$ cat src/rtl/warning_annunciator.sv
// warning_annunciator: turns vehicle_safety priority flags and per-fault bits
// into chime bursts, blinking/solid lamps, driver ack/mute and a fault code.
//
// Ports:
//   clk, rst_n    clock, synchronous active-low reset
//   warn_pri2     critical warning flag (preempts everything)
//   warn_pri1     non-critical warning flag
//   warn_vec[6:0] SEAT DOOR HOOD TRUNK BAT AIRBAG TEMP
//   ack           driver acknowledge
//   chime_out     buzzer drive
//   lamp[6:0]     per-fault lamps (blink while unacknowledged)
//   master_lamp   OR of warn_vec
//   active_code   0 = none, else 1 + index of lowest set warn_vec bit
//   silenced      high while muted
module warning_annunciator #(
    parameter int unsigned TICK_DIV        = 100000,
    parameter int unsigned PRI2_ON         = 100,
    parameter int unsigned PRI2_OFF        = 100,
    parameter int unsigned PRI1_ON         = 200,
    parameter int unsigned PRI1_OFF        = 800,
    parameter int unsigned BLINK_HALF      = 500,
    parameter int unsigned MAX_PRI1_CHIMES = 6
) (
    input  logic       clk,
    input  logic       rst_n,
    input  logic       warn_pri2,
    input  logic       warn_pri1,
    input  logic [6:0] warn_vec,
    input  logic       ack,
    output logic       chime_out,
    output logic [6:0] lamp,
    output logic       master_lamp,
    output logic [2:0] active_code,
    output logic       silenced
);

    localparam int unsigned M2   = (PRI2_ON > PRI2_OFF) ? PRI2_ON : PRI2_OFF;
    localparam int unsigned M1   = (PRI1_ON > PRI1_OFF) ? PRI1_ON : PRI1_OFF;
    localparam int unsigned PMAX = (M2 > M1) ? M2 : M1;
    localparam int unsigned CW   = $clog2(PMAX * TICK_DIV + 1);
    localparam int unsigned BW   = $clog2(BLINK_HALF * TICK_DIV + 1);
    localparam int unsigned NW   = $clog2(MAX_PRI1_CHIMES + 1);

    typedef enum logic [2:0] {
        IDLE,
        P2_ON,
        P2_OFF,
        P1_ON,
        P1_OFF,
        MUTED
    } state_t;

    state_t        state;
    state_t        state_nxt;
    logic [CW-1:0] pre;
    logic [CW-1:0] ph;
    logic [CW-1:0] ph_last;
    logic          tick_end;
    logic          ph_done;
    logic          trans;
    logic [NW-1:0] cnt;
    logic [NW-1:0] cnt_nxt;
    logic [NW-1:0] cnt_inc;
    logic [6:0]    prev;
    logic [6:0]    rise;
    logic [6:0]    fall;
    logic [6:0]    unacked;
    logic [6:0]    unacked_nxt;
    logic [BW-1:0] bcnt;
    logic          bwrap;
    logic          blink;
    logic          blink_nxt;
    logic [2:0]    code_nxt;

    assign rise     = warn_vec & ~prev;
    assign fall     = prev & ~warn_vec;
    assign tick_end = (pre == CW'(TICK_DIV - 1));
    assign ph_done  = tick_end && (ph == ph_last);
    assign trans    = (state_nxt != state);
    assign cnt_inc  = cnt + NW'(1);

    assign bwrap     = (bcnt == BW'(BLINK_HALF * TICK_DIV - 1));
    assign blink_nxt = blink ^ bwrap;

    // A rising bit survives a simultaneous ack; everything else is cleared.
    assign unacked_nxt = rise | (ack ? 7'b0 : (unacked & ~fall));

    always_comb begin
        ph_last = '0;
        unique case (state)
            P2_ON:   ph_last = CW'(PRI2_ON - 1);
            P2_OFF:  ph_last = CW'(PRI2_OFF - 1);
            P1_ON:   ph_last = CW'(PRI1_ON - 1);
            P1_OFF:  ph_last = CW'(PRI1_OFF - 1);
            default: ph_last = '0;
        endcase
    end

    always_comb begin
        state_nxt = state;
        cnt_nxt   = cnt;
        if (warn_pri2) begin
            unique case (state)
                P2_ON:   state_nxt = ph_done ? P2_OFF : P2_ON;
                P2_OFF:  state_nxt = ph_done ? P2_ON : P2_OFF;
                default: state_nxt = P2_ON;
            endcase
        end else if (warn_pri1) begin
            unique case (state)
                P1_ON: begin
                    if (ack) begin
                        state_nxt = MUTED;
                    end else if (ph_done) begin
                        state_nxt = P1_OFF;
                    end
                end
                P1_OFF: begin
                    if (ack) begin
                        state_nxt = MUTED;
                    end else if (ph_done) begin
                        cnt_nxt = cnt_inc;
                        if (cnt_inc >= NW'(MAX_PRI1_CHIMES)) begin
                            state_nxt = MUTED;
                        end else begin
                            state_nxt = P1_ON;
                        end
                    end
                end
                MUTED: begin
                    if (|rise) begin
                        state_nxt = P1_ON;
                        cnt_nxt   = '0;
                    end
                end
                default: begin
                    state_nxt = P1_ON;
                    cnt_nxt   = '0;
                end
            endcase
        end else begin
            state_nxt = IDLE;
        end
    end

    // Lowest-index active fault wins the code.
    always_comb begin
        code_nxt = '0;
        for (int i = 6; i >= 0; i--) begin
            if (warn_vec[i]) begin
                code_nxt = 3'(i + 1);
            end
        end
    end

    always_ff @(posedge clk) begin
        if (!rst_n) begin
            state       <= IDLE;
            cnt         <= '0;
            pre         <= '0;
            ph          <= '0;
            prev        <= '0;
            unacked     <= '0;
            bcnt        <= '0;
            blink       <= 1'b1;
            chime_out   <= 1'b0;
            lamp        <= '0;
            master_lamp <= 1'b0;
            active_code <= '0;
            silenced    <= 1'b0;
        end else begin
            state   <= state_nxt;
            cnt     <= cnt_nxt;
            prev    <= warn_vec;
            unacked <= unacked_nxt;
            blink   <= blink_nxt;
            bcnt    <= bwrap ? '0 : bcnt + BW'(1);
            if (trans) begin
                pre <= '0;
                ph  <= '0;
            end else if (tick_end) begin
                pre <= '0;
                ph  <= ph + CW'(1);
            end else begin
                pre <= pre + CW'(1);
            end
            chime_out   <= (state_nxt == P2_ON) || (state_nxt == P1_ON);
            silenced    <= (state_nxt == MUTED);
            lamp        <= warn_vec & (~unacked_nxt | {7{blink_nxt}});
            master_lamp <= |warn_vec;
            active_code <= code_nxt;
        end
    end

endmodule
$ cat config.mk
export PLATFORM = sky130hd
export DESIGN_NAME = warning_annunciator
export DESIGN_NICKNAME = d
export VERILOG_FILES = /design/src/rtl/warning_annunciator.sv
export SDC_FILE = /design/constraint.sdc
export NUM_CORES = 1
export LEC_CHECK = 0
export ABC_CLOCK_PERIOD_IN_PS = 3700
export BUFFER_PORTS_ARGS = -buffer_cell sky130_fd_sc_hd__buf_2
export CAP_MARGIN = 20
export CORE_ASPECT_RATIO = 0.9
export CORE_MARGIN = 4
export CORE_UTILIZATION = 60
export CTS_CLUSTER_DIAMETER = 80
export DETAILED_ROUTE_END_ITERATION = 10
export PLACE_DENSITY = 0.78
export SETUP_SLACK_MARGIN = 0.05
export SLEW_MARGIN = 20
export SYNTH_ARGS = -nofsm -noshare
export SYNTH_HDL_FRONTEND = slang
export SYNTH_SLANG_ARGS = --single-unit
$ cat constraint.sdc
create_clock -name clk -period 3.7 [get_ports clk]
set_clock_uncertainty 0.2 [all_clocks]
set_input_delay 0 -clock clk [delete_from_list [all_inputs] [get_ports clk]]
set_output_delay 0 -clock clk [all_outputs]
set_load 0.03 [all_outputs]
==> metrics.txt <==
outcome=finished, final reports clean; total negative setup slack=0 ps; top cell type's share of synthesized area=39.4%; clock tree from TritonCTS=yes; synthesized area=5800 um^2; peak supply drop=0.357 mV; fin util=72.8%; final setup fails=0; WL/cell=15.6 um; H-tree depth=4; Tcrit/Tclk final=89.8%; top routing layer in use=met4; mean post-synth cell area=9.12 um^2; hold path depth=3; Post-route DRC=0; crit-path cells=nor3b_2 > or3_4 > a211oi_4 > nand4_4 > a21oi_1 > a2bb2oi_1 > dlygate4sd3_1 > nor2_1; die area=11300 um^2; GP Congestion=0.947; layout cells sized above 1=17.2%; critical path's slowest cell=dfxtp_1; data arrival time of the critical path=3490 ps; Post-Synthesis Cells=636; CTS Buf Count=17; synth warn=0; r2r endpoint=state[1]; Required @ worst endpoint=3870 ps; 1st-pass router iterations=5; hold endpoint=prev[4]; Worst Reg-to-Reg Cells=8; die width=112 um; clk root buf=clkbuf_8; crit path max fanout=17; Reg2Reg Setup Slack=380 ps; met2 WL=6.21 mm; Final Hold Fails=0; number of global-route vias before repair=4674; leading cell type in the layout, fill and taps excluded=dfxtp_1; slowest stage delay, CP=710 ps; Slew @ Worst Pin=895 ps; hold_buf cts=16; Met3 Wirelength=485 um; Worst-path clk slew=60 ps; Via-to-Cell Ratio=5.92; initial antenna violation count=0; global-route wire length before repair=21.9 mm; Port Buffer Count=24; Tmin final=3320 ps; cell accounting for the most synthesized area=dfxtp_1; Yosys cell types=60; WS Path Type=reg -> reg; pwr dens=469 nW/um^2; area delta synth->final=16.1%; Post-Synthesis Net Count=653; normalized max-slew margin=40.3%; largest net degree at the start of global routing=55; via count=4758; Setup Fix Bufs, Post-CTS=0; ant diodes=0; gr usage total=23.4%; WL final=12.6 mm; Yosys reg bits=114; Top Ports=25; Resize count post-CTS=0; Area contributors post-synth=dfxtp_1 (39%), nor4_2 (8.8%), xor2_1 (6.0%); min-delay worst type=in -> reg; critical path capture point type=flop; Post-synth EDFFs=0; Seq/Total Area, Yosys=39.4%; FP Rows=33; Hold Path Origin=warn_vec[4]; Initial Util=62.7%; clk sink count=114; core area=9250 um^2; CP startpoint kind=flop; Max Cap Viol=0; Skew-Pair Late Insertion Delay=520 ps; CTS max path bufs=2; ys async rst share=0%; commonest cells after routing, fill and taps aside=dfxtp_1 (114), nor2_1 (61), nor4_2 (41), xor2_1 (40), nand2_1 (39); RSZ-0062 raised after global routing=false; Max Clk Rate=301 MHz; met1 wire length=5.74 mm; die height=101 um; r2r startpoint=state[1]; Final Max Slew Viols=0; gr ovfl total=0; DR iter-0 viols=270; Leak=2.25 nW; post-DP HPWL=7.68 mm; Final ANT Viol Nets=0; Most used DFF post-synth=dfxtp_1; # nets final=686
final cells by class:
| cell class | instances | area [um^2] |
|---|---|---|
| clock buffer | 19 | 432 |
| clock inverter | 13 | 184 |
| multi-input combinational | 472 | 3270 |
| fill | 672 | 2520 |
| sequential | 114 | 2280 |
| tap | 122 | 153 |
| inverter | 20 | 76.3 |
| timing repair buffer | 44 | 335 |
flip-flops by register name, summed over array words and instances (netlist names):
| signal | flops |
|---|---|
| lamp | 7 |
| prev | 7 |
| chime_out | 1 |
| unacked | 7 |
| bcnt | 26 |
| pre | 27 |
| blink | 1 |
| cnt | 3 |
| state | 3 |
| ph | 27 |
| master_lamp | 1 |
| silenced | 1 |
| active_code | 3 |
layer usage:
metal | global-route usage [%] | vias to the layer above
li1 | - | 2353
met1 | 29.3 | 2290
met2 | 40.2 | 98
met3 | 5.38 | 17
met4 | 7.76 | 0
met5 | 0 | -
logic make-up after synthesis:
| kind of cell | share of synthesized area (%) |
|---|---|
| DFF | 39.4 |
| AOI/OAI and AO/OA | 8.27 |
| and+or+nand+nor | 35.4 |
| adders and majority gates | 1.08 |
| muxes | 0.173 |
| buffers and inverters | 4.25 |
| xor gates and xnor gates | 11.5 |
worst max path at each step:
stage          cells after the start  startpoint       end
2_1_floorplan                     10       ph[5]    ph[10]
3_3_place_gp                       9    state[1]    pre[6]
3_5_place_dp                       9    state[1]   pre[15]
4_1_cts                            8    state[1]  state[1]
5_1_grt                            9    state[2]    pre[9]
6_report                           8    state[1]  state[1]
power breakdown:
| part | internal (W) | switching [W] |
|---|---|---|
| Combinational | 0.0000663 | 0.000137 |
| Sequential | 0.00125 | 0.0000169 |
| Clock | 0.00111 | 0.000579 |
critical path: cells and delay by family, from the launching register on:
family | cells | cell delay [ps]
simple gates | 4 | 830
flops | 1 | 710
buf+inv | 1 | 570
compound gates | 3 | 870
through the flow:
stage / area, um^2 / instances / worst slack [ps] / hold slack, ps / power (W)
floorplan: 5800 / 636 / 966 / -117 / 0.00144
global placement: 5960 / 756 / 622 / 60.7 / 0.00147
detailed placement: 5960 / 756 / 497 / 75.9 / 0.00148
CTS: 6730 / 804 / 446 / 121 / 0.00317
global route: 6730 / 804 / 224 / 128 / 0.00326
finish: 6730 / 804 / 379 / 131 / 0.00316
synth_stat cells, drive strengths merged (2+ instances only):
cell type / count
inv: 19
nand3b: 2
and4: 6
a21oi: 14
and2: 10
o21bai: 2
nand2b: 10
o2111ai: 3
nor4b: 2
and3: 15
xnor2: 36
nor4bb: 2
o211ai: 3
or3: 7
buf: 15
dfxtp: 114
o21a: 4
a21boi: 8
nor2b: 13
nor2: 61
o21ai: 18
ha: 5
clkbuf: 15
nand3: 31
nand4: 24
nor4: 62
nand2: 39
nor3: 32
or3b: 2
xor2: 40
a31oi: 3
No activity file was read; power rests on OpenSTA's default activity.
